===== config.mk =====
export PLATFORM = sky130hd
export DESIGN_NAME = bram_arbiter_flat
export DESIGN_NICKNAME = d
export VERILOG_FILES = /design/src/rtl/bram_arbiter_if.sv /design/src/rtl/bram_arbiter.sv /design/src/flat_wrapper.sv
export SDC_FILE = /design/constraint.sdc
export NUM_CORES = 1
export LEC_CHECK = 0
export BUFFER_PORTS_ARGS = -buffer_cell sky130_fd_sc_hd__buf_2
export CAP_MARGIN = 15
export CORE_AREA = 5 5 89 91
export CTS_BUF_LIST = sky130_fd_sc_hd__clkbuf_4 sky130_fd_sc_hd__clkbuf_8 sky130_fd_sc_hd__clkbuf_16
export CTS_CLUSTER_SIZE = 16
export DETAILED_ROUTE_END_ITERATION = 12
export DIE_AREA = 0 0 94 96
export SETUP_SLACK_MARGIN = 0.1
export SLEW_MARGIN = 20
export SYNTH_ARGS = -nofsm -noshare
export SYNTH_HDL_FRONTEND = slang
export SYNTH_SLANG_ARGS = --single-unit

===== constraint.sdc =====
create_clock -name ap_clk -period 1.7 [get_ports ap_clk]
set_clock_uncertainty 0.05 [all_clocks]
set_input_delay 0.17 -clock ap_clk [delete_from_list [all_inputs] [get_ports ap_clk]]
set_output_delay 0.17 -clock ap_clk [all_outputs]
set_load 0.005 [all_outputs]

===== src/rtl/bram_arbiter_if.sv =====
// Request, response and BRAM-side signals shared between the arbiter and its neighbours.
interface bram_arbiter_if #(
  parameter int ADDR_W = 10,
  parameter int DATA_W = 32
);
  logic              cpu_req_valid, cpu_req_ready, cpu_req_we;
  logic [ADDR_W-1:0] cpu_req_addr;
  logic [DATA_W-1:0] cpu_req_wdata;
  logic              dbg_req_valid, dbg_req_ready, dbg_req_we;
  logic [ADDR_W-1:0] dbg_req_addr;
  logic [DATA_W-1:0] dbg_req_wdata;
  logic              cpu_rsp_valid, dbg_rsp_valid;
  logic [DATA_W-1:0] cpu_rsp_rdata, dbg_rsp_rdata;
  logic              bram_en, bram_we;
  logic [ADDR_W-1:0] bram_addr;
  logic [DATA_W-1:0] bram_wdata, bram_rdata;
  logic              dbg_starved;

  // arbiter side
  modport slave (
    input  cpu_req_valid, cpu_req_we, cpu_req_addr, cpu_req_wdata,
    input  dbg_req_valid, dbg_req_we, dbg_req_addr, dbg_req_wdata,
    output cpu_req_ready, dbg_req_ready,
    output cpu_rsp_valid, cpu_rsp_rdata, dbg_rsp_valid, dbg_rsp_rdata,
    output bram_en, bram_we, bram_addr, bram_wdata,
    input  bram_rdata,
    output dbg_starved
  );

  // requester / BRAM side
  modport master (
    output cpu_req_valid, cpu_req_we, cpu_req_addr, cpu_req_wdata,
    output dbg_req_valid, dbg_req_we, dbg_req_addr, dbg_req_wdata,
    input  cpu_req_ready, dbg_req_ready,
    input  cpu_rsp_valid, cpu_rsp_rdata, dbg_rsp_valid, dbg_rsp_rdata,
    input  bram_en, bram_we, bram_addr, bram_wdata,
    output bram_rdata,
    input  dbg_starved
  );
endinterface


===== src/rtl/bram_arbiter.sv =====
// Two-port (CPU / debug) arbiter onto a single-port BRAM with one-cycle read latency.
// ARB_MODE 0: round-robin on conflict. ARB_MODE 1: CPU first, debug force-granted
// after MAX_WAIT consecutive stalled cycles.
module bram_arbiter #(
  parameter int ADDR_W   = 10,
  parameter int DATA_W   = 32,
  parameter int ARB_MODE = 0,
  parameter int MAX_WAIT = 8
) (
  input logic           ap_clk,
  input logic           ap_rst_n,
  bram_arbiter_if.slave bus
);
  localparam int WCW = (MAX_WAIT < 1) ? 1 : $clog2(MAX_WAIT + 1);
  localparam int CPU = 0;
  localparam int DBG = 1;

  typedef struct packed {
    logic              we;
    logic [ADDR_W-1:0] addr;
    logic [DATA_W-1:0] wdata;
  } req_t;

  logic [1:0]     vld, gnt;
  req_t [1:0]     req;
  req_t           sel;
  logic           last_grant;  // 1 = debug was granted most recently
  logic [WCW-1:0] wait_cnt;
  logic           starved;
  logic           rsp_pend, rsp_sel, rsp_we;

  assign vld      = {bus.dbg_req_valid, bus.cpu_req_valid};
  assign req[CPU] = {bus.cpu_req_we, bus.cpu_req_addr, bus.cpu_req_wdata};
  assign req[DBG] = {bus.dbg_req_we, bus.dbg_req_addr, bus.dbg_req_wdata};
  assign starved  = (ARB_MODE == 1) && (wait_cnt == WCW'(MAX_WAIT));

  // Grant: a lone requester wins outright; conflicts go by mode. Held off during reset
  // so every output reads 0 while ap_rst_n is low.
  always_comb begin
    gnt = '0;
    if (ap_rst_n) begin
      case (vld)
        2'b01:   gnt = 2'b01;
        2'b10:   gnt = 2'b10;
        2'b11: begin
          if (ARB_MODE == 0) gnt = last_grant ? 2'b01 : 2'b10;
          else               gnt = starved    ? 2'b10 : 2'b01;
        end
        default: gnt = '0;
      endcase
    end
  end

  // Route the granted request onto the BRAM port; idle bus drives zeros.
  always_comb begin
    sel = '0;
    if (gnt[CPU])      sel = req[CPU];
    else if (gnt[DBG]) sel = req[DBG];
  end

  assign bus.bram_en       = |gnt;
  assign bus.bram_we       = sel.we;
  assign bus.bram_addr     = sel.addr;
  assign bus.bram_wdata    = sel.wdata;
  assign bus.cpu_req_ready = gnt[CPU];
  assign bus.dbg_req_ready = gnt[DBG];

  // Response stage and round-robin history: capture each grant for its one-cycle-later reply.
  always_ff @(posedge ap_clk or negedge ap_rst_n) begin
    if (!ap_rst_n) begin
      rsp_pend   <= 1'b0;
      rsp_sel    <= 1'b0;
      rsp_we     <= 1'b0;
      last_grant <= 1'b1;
    end else begin
      rsp_pend <= |gnt;
      if (|gnt) begin
        rsp_sel    <= gnt[DBG];
        rsp_we     <= sel.we;
        last_grant <= gnt[DBG];
      end
    end
  end

  // Starvation counter: counts consecutive stalled debug cycles, saturating at MAX_WAIT.
  always_ff @(posedge ap_clk or negedge ap_rst_n) begin
    if (!ap_rst_n)                              wait_cnt <= '0;
    else if (ARB_MODE != 1)                     wait_cnt <= '0;
    else if (!bus.dbg_req_valid || gnt[DBG])    wait_cnt <= '0;
    else if (wait_cnt != WCW'(MAX_WAIT))        wait_cnt <= wait_cnt + WCW'(1);
  end

  assign bus.cpu_rsp_valid = rsp_pend & ~rsp_sel;
  assign bus.dbg_rsp_valid = rsp_pend &  rsp_sel;
  assign bus.cpu_rsp_rdata = (bus.cpu_rsp_valid && !rsp_we) ? bus.bram_rdata : '0;
  assign bus.dbg_rsp_rdata = (bus.dbg_rsp_valid && !rsp_we) ? bus.bram_rdata : '0;
  assign bus.dbg_starved   = starved;
endmodule


===== src/flat_wrapper.sv =====
// flat-port wrapper written by rule: the top's interface ports become plain ports
module bram_arbiter_flat 
#(
  parameter int ADDR_W   = 10,
  parameter int DATA_W   = 32,
  parameter int ARB_MODE = 0,
  parameter int MAX_WAIT = 8
)
  (ap_clk, ap_rst_n, bus_cpu_req_valid, bus_cpu_req_we, bus_cpu_req_addr, bus_cpu_req_wdata, bus_dbg_req_valid, bus_dbg_req_we, bus_dbg_req_addr, bus_dbg_req_wdata, bus_cpu_req_ready, bus_dbg_req_ready, bus_cpu_rsp_valid, bus_cpu_rsp_rdata, bus_dbg_rsp_valid, bus_dbg_rsp_rdata, bus_bram_en, bus_bram_we, bus_bram_addr, bus_bram_wdata, bus_bram_rdata, bus_dbg_starved);
  bram_arbiter_if #(.ADDR_W(ADDR_W), .DATA_W(DATA_W)) bus_i ();
  input logic ap_clk;
  input logic ap_rst_n;
  input wire logic [$bits(bus_i.cpu_req_valid)-1:0] bus_cpu_req_valid;
  input wire logic [$bits(bus_i.cpu_req_we)-1:0] bus_cpu_req_we;
  input wire logic [$bits(bus_i.cpu_req_addr)-1:0] bus_cpu_req_addr;
  input wire logic [$bits(bus_i.cpu_req_wdata)-1:0] bus_cpu_req_wdata;
  input wire logic [$bits(bus_i.dbg_req_valid)-1:0] bus_dbg_req_valid;
  input wire logic [$bits(bus_i.dbg_req_we)-1:0] bus_dbg_req_we;
  input wire logic [$bits(bus_i.dbg_req_addr)-1:0] bus_dbg_req_addr;
  input wire logic [$bits(bus_i.dbg_req_wdata)-1:0] bus_dbg_req_wdata;
  output wire logic [$bits(bus_i.cpu_req_ready)-1:0] bus_cpu_req_ready;
  output wire logic [$bits(bus_i.dbg_req_ready)-1:0] bus_dbg_req_ready;
  output wire logic [$bits(bus_i.cpu_rsp_valid)-1:0] bus_cpu_rsp_valid;
  output wire logic [$bits(bus_i.cpu_rsp_rdata)-1:0] bus_cpu_rsp_rdata;
  output wire logic [$bits(bus_i.dbg_rsp_valid)-1:0] bus_dbg_rsp_valid;
  output wire logic [$bits(bus_i.dbg_rsp_rdata)-1:0] bus_dbg_rsp_rdata;
  output wire logic [$bits(bus_i.bram_en)-1:0] bus_bram_en;
  output wire logic [$bits(bus_i.bram_we)-1:0] bus_bram_we;
  output wire logic [$bits(bus_i.bram_addr)-1:0] bus_bram_addr;
  output wire logic [$bits(bus_i.bram_wdata)-1:0] bus_bram_wdata;
  input wire logic [$bits(bus_i.bram_rdata)-1:0] bus_bram_rdata;
  output wire logic [$bits(bus_i.dbg_starved)-1:0] bus_dbg_starved;
  assign bus_i.cpu_req_valid = bus_cpu_req_valid;
  assign bus_i.cpu_req_we = bus_cpu_req_we;
  assign bus_i.cpu_req_addr = bus_cpu_req_addr;
  assign bus_i.cpu_req_wdata = bus_cpu_req_wdata;
  assign bus_i.dbg_req_valid = bus_dbg_req_valid;
  assign bus_i.dbg_req_we = bus_dbg_req_we;
  assign bus_i.dbg_req_addr = bus_dbg_req_addr;
  assign bus_i.dbg_req_wdata = bus_dbg_req_wdata;
  assign bus_cpu_req_ready = bus_i.cpu_req_ready;
  assign bus_dbg_req_ready = bus_i.dbg_req_ready;
  assign bus_cpu_rsp_valid = bus_i.cpu_rsp_valid;
  assign bus_cpu_rsp_rdata = bus_i.cpu_rsp_rdata;
  assign bus_dbg_rsp_valid = bus_i.dbg_rsp_valid;
  assign bus_dbg_rsp_rdata = bus_i.dbg_rsp_rdata;
  assign bus_bram_en = bus_i.bram_en;
  assign bus_bram_we = bus_i.bram_we;
  assign bus_bram_addr = bus_i.bram_addr;
  assign bus_bram_wdata = bus_i.bram_wdata;
  assign bus_i.bram_rdata = bus_bram_rdata;
  assign bus_dbg_starved = bus_i.dbg_starved;
  bram_arbiter #(.ADDR_W(ADDR_W), .DATA_W(DATA_W), .ARB_MODE(ARB_MODE), .MAX_WAIT(MAX_WAIT)) u_core (.ap_clk(ap_clk), .ap_rst_n(ap_rst_n), .bus(bus_i));
endmodule

==> qor.yml <==
clock_network:
  htree_num_levels: 1
  cts_root_buf: "clkbuf_8"
  cts_made_buffers: 3
  clock_sinks: 4
  cts_tree: "done"
  clk_pin_slew_worst_paths_ns: 0.04
  cts_buffer_depth: 2
  clock_latency_ns: 0.22
die:
  die_h_um: 96
  core_sq_mm: 0.00706
  die-area_sq_mm: 0.00902
  dieWidth_um: 94
  rows: 31
  boundaryPins: 235
  start_util: 0.160
worst_setup_path:
  crit_required_ns: 1.48
  startpoint_type: "flop"
  rrSetupSlack_ns: 0.18
  worst_setup_path_end_kind: "output pin"
  rr_worst_depth: 5
  rr_startpoint: "u_core.last_grant"
  r2r-end: "u_core.rsp_we"
  crit_path_end: "bus_dbg_rsp_rdata[14]"
  worstSetupStartpoint: "u_core.rsp_sel"
  worstPathArrival_ns: 1.53
  cp_max_fo: 8
  path_class: "flop to output pin"
grt:
  groute.usage.overall: 0.145
  grt_pass1_wl_um: 10400
  grt_pass1_vias: 2086
  antenna_found_initial: 0
  grt-ovfl-total: 0
  grt_max_degree: 33
timing:
  grt_setup_unrepaired: "yes"
  period_share: 1.03
  setup_ws_ns: -0.0501
  min_period_ns: 1.75
  max_freq_mhz: 571
  slew_viol_final: 0
  finalHoldViolCount: 0
  tns_ns: -1.86
  setup_viol: 72
power:
  power_density_mw_per_mm2: 420
  ir_drop_mv: 0.254
  p_leak_nw: 1.90
  power_mw: 1.39
layout:
  nFillCells: 708
  final_layout_size_suffix_gt1_frac: 0.813
  diodes: 0
  syn_to_final_growth_pct: 193
  fin_nets: 529
  fin_util: 0.469
status:
  status: "complete, but fails checks"
  violations: "negative setup slack"
logic_synthesis:
  syn-num-nets: 265
  synthTopCellsByArea: "and2_1 (36%), a22o_1 (33%), buf_6 (8.0%)"
  synth_area_sq_mm: 0.00113
  synthTopCellsByCount: "and2_1 (65), a22o_1 (43), buf_6 (8)"
  synth_area_per_cell_sq_um: 7.90
  synth_edf_count: 0
  yosysSeqAreaShare: 0.0897
  synth_flop_cell: "dfrtp_1"
  yosysWarnings: 0
  yosysMostFrequentCell: "and2_1"
  yosys.area.top_type_share: 0.360
  synth.distinct_cells: 18
  async_reset_ff_frac: 1.00
  netlist_instances: 143
  synth_seq_cells: 4
  yosysTopAreaCell: "and2_1"
hold_path:
  hold_class: "input port to flop"
  worstHoldStart: "bus_dbg_req_we"
detailed_routing:
  vias_per_cell: 4.43
  antenna_left: 0
  drt-pass1-iter-count: 4
  wl_um: 9020
  wl_per_cell_um: 17.9
  drt_iter0_drc: 37
  vias: 2237
  drc: 0
placement:
  dpl.hpwl_um: 5430
  port_buffers: 233
  gp_congestion: 0.759
job:
  drv_cap: 0
through the flow:
step,hold WS [ns],worst slack (ns),std cells,cell area [sq um]
2_1_floorplan,-0.176,0.288,143,1130
6_report,0.184,-0.0501,505,3310
3_3_place_gp,0.0389,-0.128,465,2350
5_1_grt,0.193,-0.115,505,3310
3_5_place_dp,0.0366,-0.163,465,2350
4_1_cts,0.178,-0.0613,487,2700
area by class of cell:
type / count / area, sq um / share of cell area
clock buffer: 4 / 48.8 / 0.0147
multi-input combinational: 125 / 1070 / 0.324
tap: 99 / 124 / 0.0374
timing repair buffer: 271 / 1960 / 0.591
inverter: 2 / 7.51 / 0.00227
sequential: 4 / 103 / 0.0310
where the power goes:
group	internal (mW)	switching, mW
clock	0.176	0.0507
sequential	0.115	0.0199
combinational	0.623	0.407
layer usage:
layer,GRT usage,vias to the layer above,wire (um)
li1,-,1048,-
met1,0.160,1028,3320
met2,0.274,153,4710
met3,0.0430,8,862
met4,0.0325,0,137
met5,0,-,0
worst min path at each step:
stage / end / slack, ns / cells after the start
floorplan: u_core.rsp_pend / -0.18 / 0
global placement: u_core.rsp_pend / 0.04 / 2
CTS: u_core.rsp_we / 0.18 / 2
global route: u_core.rsp_we / 0.19 / 2
detailed placement: u_core.rsp_pend / 0.04 / 2
finish: u_core.rsp_we / 0.18 / 2
cell families after synthesis:
logic type	Yosys count	share of synthesized area
compound gates	49	0.389
buf+inv	17	0.113
simple gates	72	0.405
flops	4	0.0897
other cells	1	0.00332
critical path, stage by stage, from the launching register on:
cell and delay (ns):
dfrtp_1 0.41, inv_2 0.07, nor3b_4 0.28, buf_4 0.17
buf_6 0.13, and2_1 0.14, buf_2 0.11
repair_timing:
| item | 4_1_cts | 5_1_grt |
|---|---|---|
| gates cloned | 7 | 9 |
| endpoints found under the setup margin | 80 | 101 |
| resized for setup | 17 | 110 |
| pin swaps | 5 | 74 |
| hold buffers | 1 | 0 |
| setup buffers | 10 | 9 |
| endpoints found under the hold margin | 4 | 0 |
placed cells by master, fill, tap and decap left out:
cell type	netlist	final
buf_16	0	4
o21ai_0	1	1
dfrtp_2	0	1
clkbuf_4	0	1
inv_2	0	2
nand2_1	2	2
a221o_1	1	1
o21a_1	1	1
buf_2	0	188
nor3b_4	0	2
buf_4	1	13
dlygate4sd3_1	0	1
a22o_1	43	43
buf_12	0	4
clkbuf_16	0	2
buf_6	8	58
and2_1	65	21
nand2_2	1	1
nor2b_1	2	2
buf_8	0	1
a21oi_4	2	5
conb_1	1	1
dfrtp_1	3	2
o21bai_1	1	1
clkbuf_8	0	3
dfstp_2	1	1
and2_4	0	44
state kept, by name, indices dropped and copies added, names as in the netlist:
signal and count:
u_core.rsp_we 1, u_core.last_grant 1, u_core.rsp_pend 1, u_core.rsp_sel 1
No activity file was read; power rests on OpenSTA's default activity.
